$ cat config.mk
export PLATFORM = sky130hd
export DESIGN_NAME = seq_array_divider
export DESIGN_NICKNAME = d
export VERILOG_FILES = /design/src/rtl/seq_array_divider.sv
export SDC_FILE = /design/constraint.sdc
export NUM_CORES = 1
export LEC_CHECK = 0
export ABC_CLOCK_PERIOD_IN_PS = 3300
export CORE_MARGIN = 5
export CORE_UTILIZATION = 60
export CTS_CLUSTER_DIAMETER = 50
export DETAILED_ROUTE_END_ITERATION = 8
export DONT_BUFFER_PORTS = 1
export PLACE_DENSITY = 0.76
export SYNTH_ARGS = -nofsm -noshare
export SYNTH_HDL_FRONTEND = slang
export SYNTH_SLANG_ARGS = --single-unit
$ cat constraint.sdc
create_clock -name clk -period 3.3 [get_ports clk]
set_clock_uncertainty 0.2 [all_clocks]
set_input_delay 0.33 -clock clk [delete_from_list [all_inputs] [get_ports clk]]
set_output_delay 0.33 -clock clk [all_outputs]
set_load 0.005 [all_outputs]
$ cat src/rtl/seq_array_divider.sv
// Sequential restoring divider: one quotient bit per clock, MSB first, WIDTH-cycle latency.
// Optional DIV_ZERO_DETECT_EN: a zero divisor jumps straight to DONE on the accepting edge and raises div_zero.
module seq_array_divider #(
  parameter int WIDTH = 32
) (
  input  logic             clk,
  input  logic             rst,
  input  logic             start,
  input  logic [WIDTH-1:0] dividend,
  input  logic [WIDTH-1:0] divisor,
  output logic [WIDTH-1:0] quotient,
  output logic [WIDTH-1:0] remainder,
  output logic             busy,
  output logic             done,
  output logic             div_zero
);

  localparam int CW = (WIDTH > 2) ? $clog2(WIDTH) : 1;
  localparam logic [CW-1:0] LAST_CNT = CW'(WIDTH - 1);
  localparam logic [CW-1:0] CNT_ONE  = CW'(1);

  typedef enum logic [1:0] {IDLE, RUN, DONE} state_t;

  state_t           r_state;
  state_t           w_next;
  logic [WIDTH-1:0] r_dvd;
  logic [WIDTH-1:0] r_dsr;
  logic [WIDTH:0]   r_rem;
  logic [CW-1:0]    r_cnt;
  logic [WIDTH-1:0] r_quotient;
  logic [WIDTH-1:0] r_remainder;

  logic             w_accept;
  logic             w_last;
  logic [WIDTH+1:0] w_shift;
  logic             w_ge;
  logic [WIDTH:0]   w_sub;
  logic [WIDTH:0]   w_rem_next;
  logic [WIDTH-1:0] w_quo_next;

  assign w_accept = start && (r_state == IDLE || r_state == DONE);
  assign w_last   = (r_cnt == LAST_CNT);

  // r_dvd doubles as the quotient shift register: dividend bits leave at the top
  // while quotient bits enter at the bottom.
  assign w_shift    = {r_rem, r_dvd[WIDTH-1]};
  assign w_ge       = (w_shift >= {2'b00, r_dsr});
  assign w_sub      = w_shift[WIDTH:0] - {1'b0, r_dsr};
  assign w_rem_next = w_ge ? w_sub : w_shift[WIDTH:0];
  assign w_quo_next = {r_dvd[WIDTH-2:0], w_ge};

  always_comb begin
    w_next = r_state;
    case (r_state)
      IDLE:    w_next = start ? RUN : IDLE;
      RUN:     w_next = w_last ? DONE : RUN;
      DONE:    w_next = start ? RUN : IDLE;
      default: w_next = IDLE;
    endcase
`ifdef DIV_ZERO_DETECT_EN
    if (w_accept && divisor == '0) begin
      w_next = DONE;
    end
`endif
  end

  always_ff @(posedge clk) begin
    if (rst) begin
      r_state <= IDLE;
    end else begin
      r_state <= w_next;
    end
  end

`ifdef DIV_ZERO_DETECT_EN
  logic r_div_zero;
`endif

  always_ff @(posedge clk) begin
    if (rst) begin
      r_dvd       <= '0;
      r_dsr       <= '0;
      r_rem       <= '0;
      r_cnt       <= '0;
      r_quotient  <= '0;
      r_remainder <= '0;
`ifdef DIV_ZERO_DETECT_EN
      r_div_zero  <= 1'b0;
`endif
    end else if (w_accept) begin
      r_dvd <= dividend;
      r_dsr <= divisor;
      r_rem <= '0;
      r_cnt <= '0;
`ifdef DIV_ZERO_DETECT_EN
      if (divisor == '0) begin
        r_quotient  <= '1;
        r_remainder <= dividend;
        r_div_zero  <= 1'b1;
      end
`endif
    end else if (r_state == RUN) begin
      r_rem <= w_rem_next;
      r_dvd <= w_quo_next;
      r_cnt <= r_cnt + CNT_ONE;
      if (w_last) begin
        r_quotient  <= w_quo_next;
        r_remainder <= w_rem_next[WIDTH-1:0];
`ifdef DIV_ZERO_DETECT_EN
        r_div_zero  <= 1'b0;
`endif
      end
    end
  end

  assign quotient  = r_quotient;
  assign remainder = r_remainder;
  assign busy      = (r_state == RUN);
  assign done      = (r_state == DONE);
`ifdef DIV_ZERO_DETECT_EN
  assign div_zero  = r_div_zero;
`else
  assign div_zero  = 1'b0;
`endif

endmodule

; ---- Word-level counts from Yosys, hierarchy flattened
; Index checks and enable logic that the tools add are counted.
[totals]
output_inout_bits = 67
inputBits = 67
regBits = 168
[classes]
n_addsub = 2
n_reduce_logical = 7
magnitude_cmp = 1
mux = 6
n_eq_ne = 3
n_bitwise = 1
[ops]
columns = cell, count
row1 = $mux 32, 2
row2 = $ge 34x32->1, 1
row3 = $mux 33, 1
row4 = $sub 33x32->33, 1
row5 = $add 5x1->5 const B, 1
row6 = $eq 5x5->1 const B, 1
row7 = $pmux 2 s2, 1
row8 = $reduce_or 2->1, 2
row9 = $reduce_and 3->1, 1
row10 = $eq 2x1->1 const B, 1
row11 = $eq 2x2->1 const B, 1
row12 = $logic_not 2->1, 1
row13 = $mux 2, 1
row14 = $reduce_bool 2->1, 1
row15 = $logic_and 1x1->1, 1
row16 = $logic_or 1x1->1, 1
row17 = $mux 1, 1
row18 = $not 1->1, 1

; ---- Logic depth before layout (Yosys ltp)
[logic_depth]
word_depth = 5
ltp_mapped = 14

; ---- Least setup slack after synthesis
; No wires, ideal clock.
[synth_path]
kind = register to register
startpoint = reg r_dvd[31]
endpoint = reg r_remainder[28], in the netlist remainder[28]
synth_period_minus_slack_ns = 2.792
arrival_time_ns = 2.455
path_stages_with_launch = 13
slack_ns = 0.508
t_required_ns = 2.963
path_cell_list = dfxtp_1 > inv_1 > ha_1 > inv_1 > fa_1 > a21oi_2 > o211ai_2 > a41oi_1 > nand4_1 > and4_1 > or3_1 > nand3_1 > a31oi_1
[synth_via]
elab_chain_cells = 2
elab_cells_between_ends = 3
cone_classes = 1 x add/sub / 1 x order compare / 1 x mux
[synth_rtl]
columns = item, line_no
row1 = start: declaration, 26  ; logic [WIDTH-1:0] r_dvd;
row2 = start signal: assignment, 91  ; r_dvd <= dividend;
row3 = start signal: assignment, 104  ; r_dvd <= w_quo_next;
row4 = $sub 33x32->33 or $ge 34x32->1 (tied branches), "48, 47"
row5 = $mux 33 *, 49  ; assign w_rem_next = w_ge ? w_sub : w_shift[WIDTH:0];
row6 = end signal: assignment, 108  ; r_remainder <= w_rem_next[WIDTH-1:0];
row7 = end: declaration, 31  ; logic [WIDTH-1:0] r_remainder;
; Mark *: on every way between the ends. The rest lies on a longest branch, timed or not.
; A chain may end at the register's enable or synchronous reset.

; ---- Worst setup path after layout
[layout_path]
startpoint = reg r_dvd[31]
endpoint = reg r_remainder[0], in the netlist remainder[0]
; The elaborated chain is that of the path after synthesis.

==> results list <==
* Status: finished clean
- Ranked by total cell area, the synthesized netlist is headed by sky130_fd_sc_hd__dfxtp_1 (41%), sky130_fd_sc_hd__a21oi_1 (9.2%), sky130_fd_sc_hd__nand2_1 (8.3%).
* Data required time of the worst path: 3470 ps
- For this design, the sink count on the clock tree is 168.
- Gr ovfl total: 0
- In this run switching power makes up 32.2% of total power.
- Crit path launch: r_dvd[31]
- Worst Reg-to-Reg Cells: 13
* Pwr Total: 5.80 mW
- Type of destination of the critical path: flop
* Max rail drop VDD: 575 uV
- Data on the critical path arrives at its endpoint at 3300 ps.
* Largest net degree at the start of global routing: 101
- At the pin with the least slew margin, the transition time is 654 ps.
- Startpoint of the tightest hold check path: rst
* Setup crit start kind: flop
- The die is 128 um tall.
* Max Buffers Root-to-Sink: 2
- In this run the cell area of the synthesized design comes to 8300 sq um.
- Peak Freq: 320 MHz
- PortBufs: 0
* Sequential fraction of the synthesis area: 40.5%
* Portion of the clock cycle consumed by the worst path in the final layout: 94.7%
- After clock tree synthesis, the clock-pin slew on the worst setup and hold paths is 60 ps.
- The tree is rooted in a sky130_fd_sc_hd__clkbuf_16.
- The region available for standard cell placement spans 13700 sq um.
* Leak Pwr: 3.83 nW
* Placed instance area: 8360 sq um
- Fin util: 70.2%
* Die Width: 128 um
- Setup total negative slack on the finished layout was measured at 0 ps.
- The congestion estimate from routability-driven global placement came to 0.938.
- Area of all sequential standard cells: 3360 sq um
- Final #Nets: 1194
- Initial Utilization: 60.5%
* Layout overhead on the synthesized area: 16.0%
- Summed over all nets, the switching power comes to 1.87 mW.
- After the first detailed-routing iteration, the DRC count stood at 555.
- Most common cell after layout, fill and taps aside: sky130_fd_sc_hd__nand2_1
- The initialized floorplan defines 43 standard-cell rows.
- Internal cell power: 3.93 mW
* Max-capacitance violation count: 0
- RR Startpoint: r_dvd[31]
* Share of the synthesized area in the top cell type: 40.5%
- Number of enable-type register cells in the synthesized netlist: 0
- For this design the ratio of total power to cell area is 602 nW/um^2.
- The average instance in the mapped netlist occupies 7.80 sq um.
- The worst setup path is of the flop to flop kind.
- Synthesized Nets: 1167
- Across every metal layer, demand over resource in global routing totals 26.3%.
* Non-filler cells, final: 1285
- Pre-Repair DR Iteration Count: 5
- Power share of the sequential group: 37.9%
- The via count of the first global-routing pass came to 7279.
- Of all flip-flops after synthesis, the portion carrying an async set or reset was 0%.
- Detail-routed via count per cell: 5.95
* Number of synthesized register bits: 168
* Warnings, synthesis: 0
- Ratio of cells with drive above 1 in the final layout: 6.52%
* FILL cells: 1141
- Final hold analysis gives a worst-case slack of 80.8 ps.
* Number of instances in the synthesized netlist: 1065
- The netlist uses 63 different library cells.
- Library cell with the largest summed area after synthesis: sky130_fd_sc_hd__dfxtp_1
* Number of antenna violations at the first check in global routing: 0
- H-tree levels: 4
* DRC violations left: 0
- Max-Slew Margin vs Limit: 56.4%
* Setup slack at placement: 112 ps
- Drt total wl: 21500 um
* Clock group share of total power: 33.8%
- Setup slack closes at 176 ps.
- Number of cells on the worst hold path: 3
- TritonCTS built the clock tree.
- Synth Flop Type: sky130_fd_sc_hd__dfxtp_1
* Wire length of the first global-routing pass: 35300 um
- Number of antenna cells inserted: 0
- The worst path in the final design needs a cycle of 3120 ps, including I/O delays and setup.
* Area of the multi-input gates: 4470 sq um
- Count of antenna-violating nets left after detailed routing: 0
* Clock Latency Late Sink: 430 ps
* Hold Crit Class: primary input to flop
- Number of hold violations in the final report: 0
* Number of pins with negative max-slew slack in the final report: 0
- Commonest cells after routing, fill and taps aside: sky130_fd_sc_hd__nand2_1 (183), sky130_fd_sc_hd__dfxtp_1 (167), sky130_fd_sc_hd__a21oi_1 (152)
- Top-level port count: 134
- Combinational cells account for 28.2% of the total power.
* Design area: 9630 sq um
* Inserted Clock Buffers: 17
* Count of endpoints failing setup in the final report: 0
- HPWL reported at the end of detailed placement: 14000 um
- Placed Instances: 1187
- Along the worst path, the maximum fanout reaches 10.
* Die area: 16300 sq um
* Avg WL per Cell: 16.7 um
- For this block, the via count after detailed routing is 7646.
==> routing by layer <==
layer	global-route usage, %	up-vias	wire [um]
met4	7.93	0	303
met2	44.1	212	10400
li1	-	3791	-
met3	5.02	25	1110
met1	34.5	3618	9630
met5	0	-	0
==> synth_stat cells (all sizes together), types with 5 or more instances <==
| library cell | number |
|---|---|
| nand3 | 18 |
| nor2 | 69 |
| nor2b | 7 |
| o21bai | 6 |
| mux2i | 25 |
| inv | 42 |
| a21oi | 154 |
| nand4 | 15 |
| xor2 | 6 |
| buf | 19 |
| and3 | 8 |
| a21o | 5 |
| nor3 | 36 |
| nand2b | 6 |
| a211oi | 5 |
| nand2 | 183 |
| o21ai | 77 |
| clkbuf | 57 |
| dfxtp | 168 |
| o22ai | 32 |
| a31oi | 11 |
| ha | 34 |
| xnor2 | 21 |
==> kinds of logic after synthesis <==
group                      synth area share [%]
xor gates and xnor gates                   2.85
AOI/OAI and AO/OA                          23.0
adders and majority gates                  5.36
other                                    0.0452
buffers and inverters                      6.07
muxes                                      3.01
DFF                                        40.5
and+or+nand+nor                            19.2
==> flip-flops by register name, summed over array words and instances (netlist names) <==
name,flops
remainder,32
r_rem,33
r_cnt,5
r_dvd,32
r_dsr,32
quotient,32
r_state,2
==> power groups by stage <==
| stage | clock (mW) | sequential, mW | combinational [mW] |
|---|---|---|---|
| 2_1_floorplan | 0 | 2.22 | 1.26 |
| 3_3_place_gp | 0 | 2.24 | 1.48 |
| 3_5_place_dp | 0 | 2.24 | 1.50 |
| 4_1_cts | 1.99 | 2.20 | 1.60 |
| 5_1_grt | 2.07 | 2.21 | 1.81 |
| 6_report | 1.96 | 2.20 | 1.64 |
==> area by class of cell <==
class	count	share of cell area, %
inverter	42	1.64
timing repair buffer	84	8.68
sequential	168	34.9
multi-input combinational	779	46.4
tap	180	2.34
clock buffer	19	4.49
clock inverter	13	1.51
==> path summary, 6_finish.rpt <==
path,end,slack (ps)
max,remainder[0],180
max reg2reg,remainder[0],180
min,r_cnt[4],80
min reg2reg,r_dsr[20],250
==> repair_timing <==
| item | 4_1_cts | 5_1_grt |
|---|---|---|
| endpoints found under the hold margin | 100 | 0 |
| hold buffers | 65 | 0 |
| setup endpoints to repair | 0 | 43 |
| gates resized for setup | 0 | 7 |
| setup buffers | 0 | 1 |
==> worst max-delay path: stages, from the launching register on <==
cell	delay, ps
sky130_fd_sc_hd__dfxtp_2	350
sky130_fd_sc_hd__inv_1	50
sky130_fd_sc_hd__ha_1	200
sky130_fd_sc_hd__inv_1	70
sky130_fd_sc_hd__fa_2	220
sky130_fd_sc_hd__a21oi_2	80
sky130_fd_sc_hd__o211ai_2	250
sky130_fd_sc_hd__nand4_2	190
sky130_fd_sc_hd__a31o_1	280
sky130_fd_sc_hd__a211oi_4	300
sky130_fd_sc_hd__nor2_2	130
sky130_fd_sc_hd__buf_4	200
sky130_fd_sc_hd__or4_1	470
sky130_fd_sc_hd__nand3_1	90
(Power assumes the default switching activity.)
